$ cat config.mk
export PLATFORM = sky130hd
export DESIGN_NAME = dft_tree_fault_profiler
export DESIGN_NICKNAME = d
export VERILOG_FILES = /design/src/rtl/dft_tree_fault_profiler.sv
export SDC_FILE = /design/constraint.sdc
export NUM_CORES = 1
export LEC_CHECK = 0
export CORE_MARGIN = 2
export CORE_UTILIZATION = 57
export CTS_CLUSTER_SIZE = 16
export DETAILED_ROUTE_END_ITERATION = 16
export GPL_ROUTABILITY_DRIVEN = 0
export GPL_TIMING_DRIVEN = 0
export PLACE_DENSITY = 0.95
export SKIP_LAST_GASP = 1
export SLEW_MARGIN = 20
export SYNTH_ARGS = -nofsm -noshare
export SYNTH_HDL_FRONTEND = slang
export SYNTH_SLANG_ARGS = --single-unit
$ cat constraint.sdc
create_clock -name clk -period 5.3 [get_ports clk]
set_clock_uncertainty 0.1 [all_clocks]
set_input_delay 1.06 -clock clk [delete_from_list [all_inputs] [get_ports clk]]
set_output_delay 1.06 -clock clk [all_outputs]
set_load 0.02 [all_outputs]
$ cat src/rtl/dft_tree_fault_profiler.sv
// AND-reduction tree with per-node control point and stuck-at injection, plus a fault-sweep
// profiler against a fault-free golden copy. Define OBS_CMP_EN to also detect via level-1 observation points.
module dft_tree_fault_profiler #(
    parameter int              N_IN      = 16,
    parameter int              PATTERNS  = 64,
    parameter logic [N_IN-1:0] LFSR_TAPS = N_IN'(16'hB400),
    parameter logic [N_IN-1:0] SEED      = '1,
    parameter int              CNT_W     = 16,
    localparam int             NODES     = N_IN - 1,
    localparam int             L1        = N_IN / 2,
    localparam int             IW        = $clog2(NODES)
) (
    input  logic             clk,
    input  logic             rst_n,
    input  logic [N_IN-1:0]  in,
    input  logic             test_mode,
    input  logic             cp_en,
    input  logic [IW-1:0]    cp_node,
    input  logic             fault_en,
    input  logic [IW-1:0]    fault_node,
    input  logic             fault_type,
    input  logic             start,
    output logic             out,
    output logic             golden_out,
    output logic [L1-1:0]    obs_point,
    output logic             mismatch,
    output logic             busy,
    output logic             done,
    output logic [CNT_W-1:0] det_count,
    output logic [CNT_W-1:0] undet_count
);

    localparam int              LV       = $clog2(N_IN);
    localparam int              PW       = $clog2(PATTERNS) + 1;
    localparam logic [N_IN-1:0] SEED_EFF = (SEED == '0) ? N_IN'(1) : SEED;

    typedef enum logic [1:0] {S_IDLE, S_APPLY, S_NEXT, S_DONE} state_t;

    state_t            state, state_nxt;
    logic [N_IN-1:0]   lfsr;
    logic [PW-1:0]     pat;
    logic [IW-1:0]     seq_node;
    logic              seq_type;
    logic              det_flag;

    logic [N_IN-1:0]   tin;
    logic              cp_on, f_en, f_val, det_hit;
    logic [IW-1:0]     f_node;
    logic [N_IN-1:0]   lfsr_step;
    logic              pat_last, last_fault;

    assign busy = (state != S_IDLE);
    assign done = (state == S_DONE);

    // While profiling, the LFSR drives the leaves and the sequencer owns the fault site.
    assign tin    = busy ? lfsr : in;
    assign cp_on  = test_mode & cp_en;
    assign f_en   = busy | fault_en;
    assign f_node = busy ? seq_node : fault_node;
    assign f_val  = busy ? seq_type : fault_type;

    // Level l holds heap nodes 2^l-1 .. 2^(l+1)-2; child 2i+1 (lower bits) sits at position 2k below.
    for (genvar l = 0; l < LV; l++) begin : lvl
        localparam int W = 1 << l;
        logic [W-1:0] fv, gv;
        for (genvar k = 0; k < W; k++) begin : nd
            localparam int IDX = W - 1 + k;
            logic a_f, b_f, a_g, b_g, cp_hit, flt_hit;
            if (l == LV - 1) begin : leaf
                assign a_f = tin[2*k];
                assign b_f = tin[2*k+1];
                assign a_g = tin[2*k];
                assign b_g = tin[2*k+1];
            end else begin : inner
                assign a_f = lvl[l+1].fv[2*k];
                assign b_f = lvl[l+1].fv[2*k+1];
                assign a_g = lvl[l+1].gv[2*k];
                assign b_g = lvl[l+1].gv[2*k+1];
            end
            assign cp_hit  = cp_on && (cp_node == IW'(IDX));
            assign flt_hit = f_en && (f_node == IW'(IDX));
            assign gv[k]   = (a_g & b_g) | cp_hit;
            assign fv[k]   = flt_hit ? f_val : ((a_f & b_f) | cp_hit);
        end
    end

    assign out        = lvl[0].fv[0];
    assign golden_out = lvl[0].gv[0];
    assign obs_point  = lvl[LV-1].fv;
    assign mismatch   = out ^ golden_out;

`ifdef OBS_CMP_EN
    assign det_hit = mismatch | (|(obs_point ^ lvl[LV-1].gv));
`else
    assign det_hit = mismatch;
`endif

    assign lfsr_step  = lfsr[0] ? ((lfsr >> 1) ^ LFSR_TAPS) : (lfsr >> 1);
    assign pat_last   = (pat == PW'(PATTERNS - 1));
    assign last_fault = (seq_node == IW'(NODES - 1)) && seq_type;

    always_comb begin
        state_nxt = state;
        case (state)
            S_IDLE:  if (start) state_nxt = S_APPLY;
            S_APPLY: if (pat_last) state_nxt = S_NEXT;
            S_NEXT:  state_nxt = last_fault ? S_DONE : S_APPLY;
            S_DONE:  state_nxt = S_IDLE;
            default: state_nxt = S_IDLE;
        endcase
    end

    always_ff @(posedge clk or negedge rst_n) begin
        if (!rst_n) state <= S_IDLE;
        else        state <= state_nxt;
    end

    always_ff @(posedge clk or negedge rst_n) begin
        if (!rst_n) begin
            lfsr        <= SEED_EFF;
            pat         <= '0;
            seq_node    <= '0;
            seq_type    <= 1'b0;
            det_flag    <= 1'b0;
            det_count   <= '0;
            undet_count <= '0;
        end else begin
            case (state)
                S_IDLE: if (start) begin
                    det_count   <= '0;
                    undet_count <= '0;
                    seq_node    <= '0;
                    seq_type    <= 1'b0;
                    lfsr        <= SEED_EFF;
                    pat         <= '0;
                    det_flag    <= 1'b0;
                end
                S_APPLY: begin
                    det_flag <= det_flag | det_hit;
                    lfsr     <= lfsr_step;
                    pat      <= pat + PW'(1);
                end
                S_NEXT: begin
                    if (det_flag) det_count   <= det_count + CNT_W'(1);
                    else          undet_count <= undet_count + CNT_W'(1);
                    // Fault order: SA0 then SA1 on a node, then the next node.
                    if (!last_fault) begin
                        if (seq_type) begin
                            seq_node <= seq_node + IW'(1);
                            seq_type <= 1'b0;
                        end else begin
                            seq_type <= 1'b1;
                        end
                    end
                    lfsr     <= SEED_EFF;
                    det_flag <= 1'b0;
                    pat      <= '0;
                end
                default: ;
            endcase
        end
    end

endmodule

==> PnR_summary.wiki <==
{| class="wikitable"
! Metric !! Value
|-
| Later-pin clock latency in the skew report || 0.36 ns
|-
| Class of the tightest hold or removal check || flop to flop
|-
| Maximum vdd ir drop || 0.2181 mV
|-
| Top post-synthesis cells by count || nor2_1 (48), dfrtp_1 (47), nand2_1 (41)
|-
| Net count after synthesis || 469
|-
| Post-synth EDFFs || 0
|-
| Initial antenna violation count || 0
|-
| Number of buffers inserted for hold repair after clock tree synthesis || 0
|-
| Clock Sinks || 63
|-
| Startpoint type of the worst setup path || primary input
|-
| Result of the run || finished clean
|-
| Port buffer count || 74
|-
| Cell at the slowest stage of the critical path || clkdlybuf4s50_1
|-
| Aggregate global routing overflow || 0
|-
| Maximum clock path buffer count || 2
|-
| Count of buffer and inverter cells on the critical path || 2
|-
| Placeable core area || 6719 sq um
|-
| Sequential cell fraction of total power || 0.380
|-
| Number of fill cells in the layout || 441
|-
| Transition time of the tightest slew-check pin || 0.7231 ns
|-
| CTS tree || built
|-
| Largest stage delay on the critical path || 0.65 ns
|-
| Most used DFF post-synth || dfrtp_1
|-
| Required time of the worst setup path || 4.14 ns
|-
| Root Buffer Master || clkbuf_8
|-
| Total of max-cap violations || 0
|-
| Gate family responsible for the most delay along the worst path || buffers and inverters
|-
| Number of warnings reported in the yosys synthesis log || 0
|-
| CP Class || primary input to primary output
|-
| Timing-limited maximum frequency || 0.1985 GHz
|-
| Wire per inst || 17.42 um
|-
| Height of the die || 86.93 um
|-
| Area enclosed by the die boundary || 7557 sq um
|-
| Initial DRT Pass Iterations || 5
|-
| Depth of the CTS H-tree || 3
|-
| Vias per std cell || 6.315
|-
| Iteration-0 DRC count of the detailed router || 323
|-
| Leakage Power || 2.028 nW
|-
| Post-synthesis average cell area || 9.053 sq um
|-
| Count of antenna diodes in the layout || 0
|-
| Min Clock Period, post-route || 5.037 ns
|-
| Final Slew Violations || 0
|-
| Most common cell in the netlist || nor2_1
|-
| Mapped cell area || 3920 sq um
|-
| Number of nets in the layout || 555
|-
| Share of Yosys cell area claimed by the top area cell type || 0.3000
|-
| Endpoint kind of the worst setup timing path || primary output
|-
| Unrepaired setup endpoints after global routing || false
|-
| Via count of the first global-routing pass || 3675
|-
| Total global routing track utilization || 0.2851
|-
| Rows || 30
|-
| Synth cell types || 63
|-
| Most common cell type on the critical path || clkdlybuf4s50_1
|-
| Power per unit of standard cell area || 398.3 nW/um^2
|-
| Multi-input gate area in the final layout || 2121 sq um
|-
| Global-route wire length before repair || 17030 um
|-
| Ports || 76
|-
| Register clock-pin slew on the reported worst setup and hold paths || 0.07 ns
|-
| Final Hold Viols || 0
|-
| Reg area || 1597 sq um
|-
| NetSw || 0.7272 mW
|-
| Biggest area consumer among synthesized cells || dfrtp_1
|-
| Number of buffers added for setup after CTS || 0
|-
| DP Wirelength || 7237 um
|-
| CTS buffer count || 9
|-
| Die width || 86.93 um
|-
| Layout cell share with drive strength beyond 1 || 0.1183
|-
| Total length of routed wires || 10520 um
|-
| Dominant cells by area after synthesis || dfrtp_1 (30%), dfstp_2 (11%), nor2_1 (4.6%)
|-
| Crit-path cells || clkdlybuf4s50_1 > or4b_1 > o31ai_2 > a211oi_1 > nor4_1 > o22ai_1 > nor4_4 > clkdlybuf4s50_1
|-
| Relative area change from synthesis to final layout || 27.45%
|-
| DR vias || 3814
|-
| Internal portion of total power || 1.263 mW
|-
| Highest net fanout along the worst path || 5
|-
| Clock share of power || 0.219
|-
| Combinational group share of total power || 0.401
|-
| Accumulated negative setup slack || 0 ns
|-
| Seq cells post-synth || 63
|-
| Min Hold Slack || 0.3926 ns
|-
| Switching part of the total || 0.3654
|-
| Final critical-path share of the clock period || 0.9504
|-
| Synthesized instance count || 433
|-
| Effective utilization at floorplan || 0.5834
|-
| Sequential fraction of the synthesis area || 0.4073
|-
| Maximum number of pins on one net before global-route repair || 57
|-
| Worst-case headroom to the max-slew limit || 0.5142
|-
| Data arrival time of the critical path || 3.88 ns
|-
| Fraction of synthesis flops using an asynchronous set or reset pin || 1.000
|-
| Post-route DRC violation count || 0
|-
| Routed Antenna Nets || 0
|-
| Total of endpoints with negative setup slack in the final report || 0
|}
[worst paths after layout]
path / slack (ns) / depth (start not counted) / startpoint / to
setup / recovery: 0.26 / 8 / fault_node[0] / out
hold / removal: 0.39 / 1 / pat[5] / pat[5]
setup reg to reg: 2.31 / 10 / state[0] / det_flag
hold reg to reg: 0.39 / 1 / pat[5] / pat[5]
max in group asynchronous: 4.14 / 2 / rst_n / lfsr[7]
min in group asynchronous: 0.41 / 1 / rst_n / det_count[13]
[stage by stage]
stage / worst slack, ns / cell area (sq um) / power (mW) / utilization / cells
floorplan: 1.190 / 3920 / 1.263 / - / 433
finish: 0.2631 / 4996 / 1.990 / 0.7436 / 604
CTS: 0.06185 / 4994 / 1.981 / 0.7432 / 604
detailed placement: 0.04742 / 4786 / 1.542 / 0.7123 / 588
global route: 0.1316 / 4996 / 2.096 / 0.7436 / 604
global placement: 0.08516 / 4761 / 1.500 / 0.7086 / 587
[per-layer routing]
| metal | track usage | up-vias | wire [um] |
|---|---|---|---|
| li1 | - | 1745 | - |
| met1 | 0.3498 | 1820 | 4189 |
| met2 | 0.4823 | 202 | 5264 |
| met3 | 0.05118 | 47 | 689 |
| met4 | 0.1406 | 0 | 377 |
| met5 | 0 | - | 0 |
[worst reg2reg max path: stages (launching register included)]
cell and delay, ns:
dfrtp_1 0.45, nor2_4 0.36, inv_6 0.10, buf_6 0.16
o221ai_1 0.33, a21oi_1 0.10, nor4_1 0.31, o21ai_1 0.15
nor4_4 0.33, xnor2_1 0.16, a221o_1 0.32
[placed cells by master (no fill, tap or decap), drive strengths merged, types with 3 or more instances in the layout]
cell type | Yosys | final
clkdlybuf4s50 | 0 | 72
nor2 | 49 | 49
dfrtp | 47 | 47
nand2 | 41 | 41
o21ai | 27 | 27
clkbuf | 13 | 23
xor2 | 20 | 20
a21oi | 19 | 19
buf | 15 | 17
nand3 | 16 | 16
dfstp | 16 | 16
o211ai | 14 | 14
and3 | 13 | 13
o22a | 13 | 13
inv | 11 | 11
xnor2 | 10 | 10
nand4 | 9 | 9
nand2b | 6 | 6
or3 | 6 | 6
mux2i | 6 | 6
nor4 | 6 | 6
nor2b | 5 | 5
a22o | 5 | 5
nor3 | 5 | 5
a31oi | 5 | 5
ha | 5 | 5
and2 | 4 | 4
nor3b | 4 | 4
o31ai | 4 | 4
o221ai | 3 | 3
or2 | 3 | 3
a221oi | 3 | 3
clkinvlp | 0 | 3
[final cells by class]
type | count | area share
clock inverters | 6 | 0.01402
plain buffers | 28 | 0.03130
multi-input cells | 331 | 0.4245
repair buffers | 75 | 0.1538
flip-flops and latches | 63 | 0.3196
clock buffers | 10 | 0.02755
well taps | 80 | 0.02004
inverters | 11 | 0.009266
[power by group through the flow]
stage / clock, mW / sequential, mW / combinational, mW
final: 0.436 / 0.756 / 0.798
after global routing: 0.462 / 0.773 / 0.861
after CTS: 0.440 / 0.753 / 0.789
after detailed placement: 0 / 0.758 / 0.784
after global placement: 0 / 0.747 / 0.753
after floorplan: 0 / 0.749 / 0.515
[registers in the layout (all words and copies together) (netlist names)]
register	cells
det_count	16
det_flag	1
lfsr	16
pat	7
seq_node	4
seq_type	1
state	2
undet_count	16
[cell families after synthesis]
kind of cell | share of synthesized area
DFF | 0.4073
AOI/OAI and AO/OA | 0.1982
adders and majority gates | 0.01596
xor gates and xnor gates | 0.06703
and+or+nand+nor | 0.2356
buffers and inverters | 0.05171
muxes | 0.02426
[repair_timing]
item,CTS,global route
endpoints found under the setup margin,0,1
hold endpoints to repair,0,0
resized for setup,0,1
(Power assumes the default switching activity.)
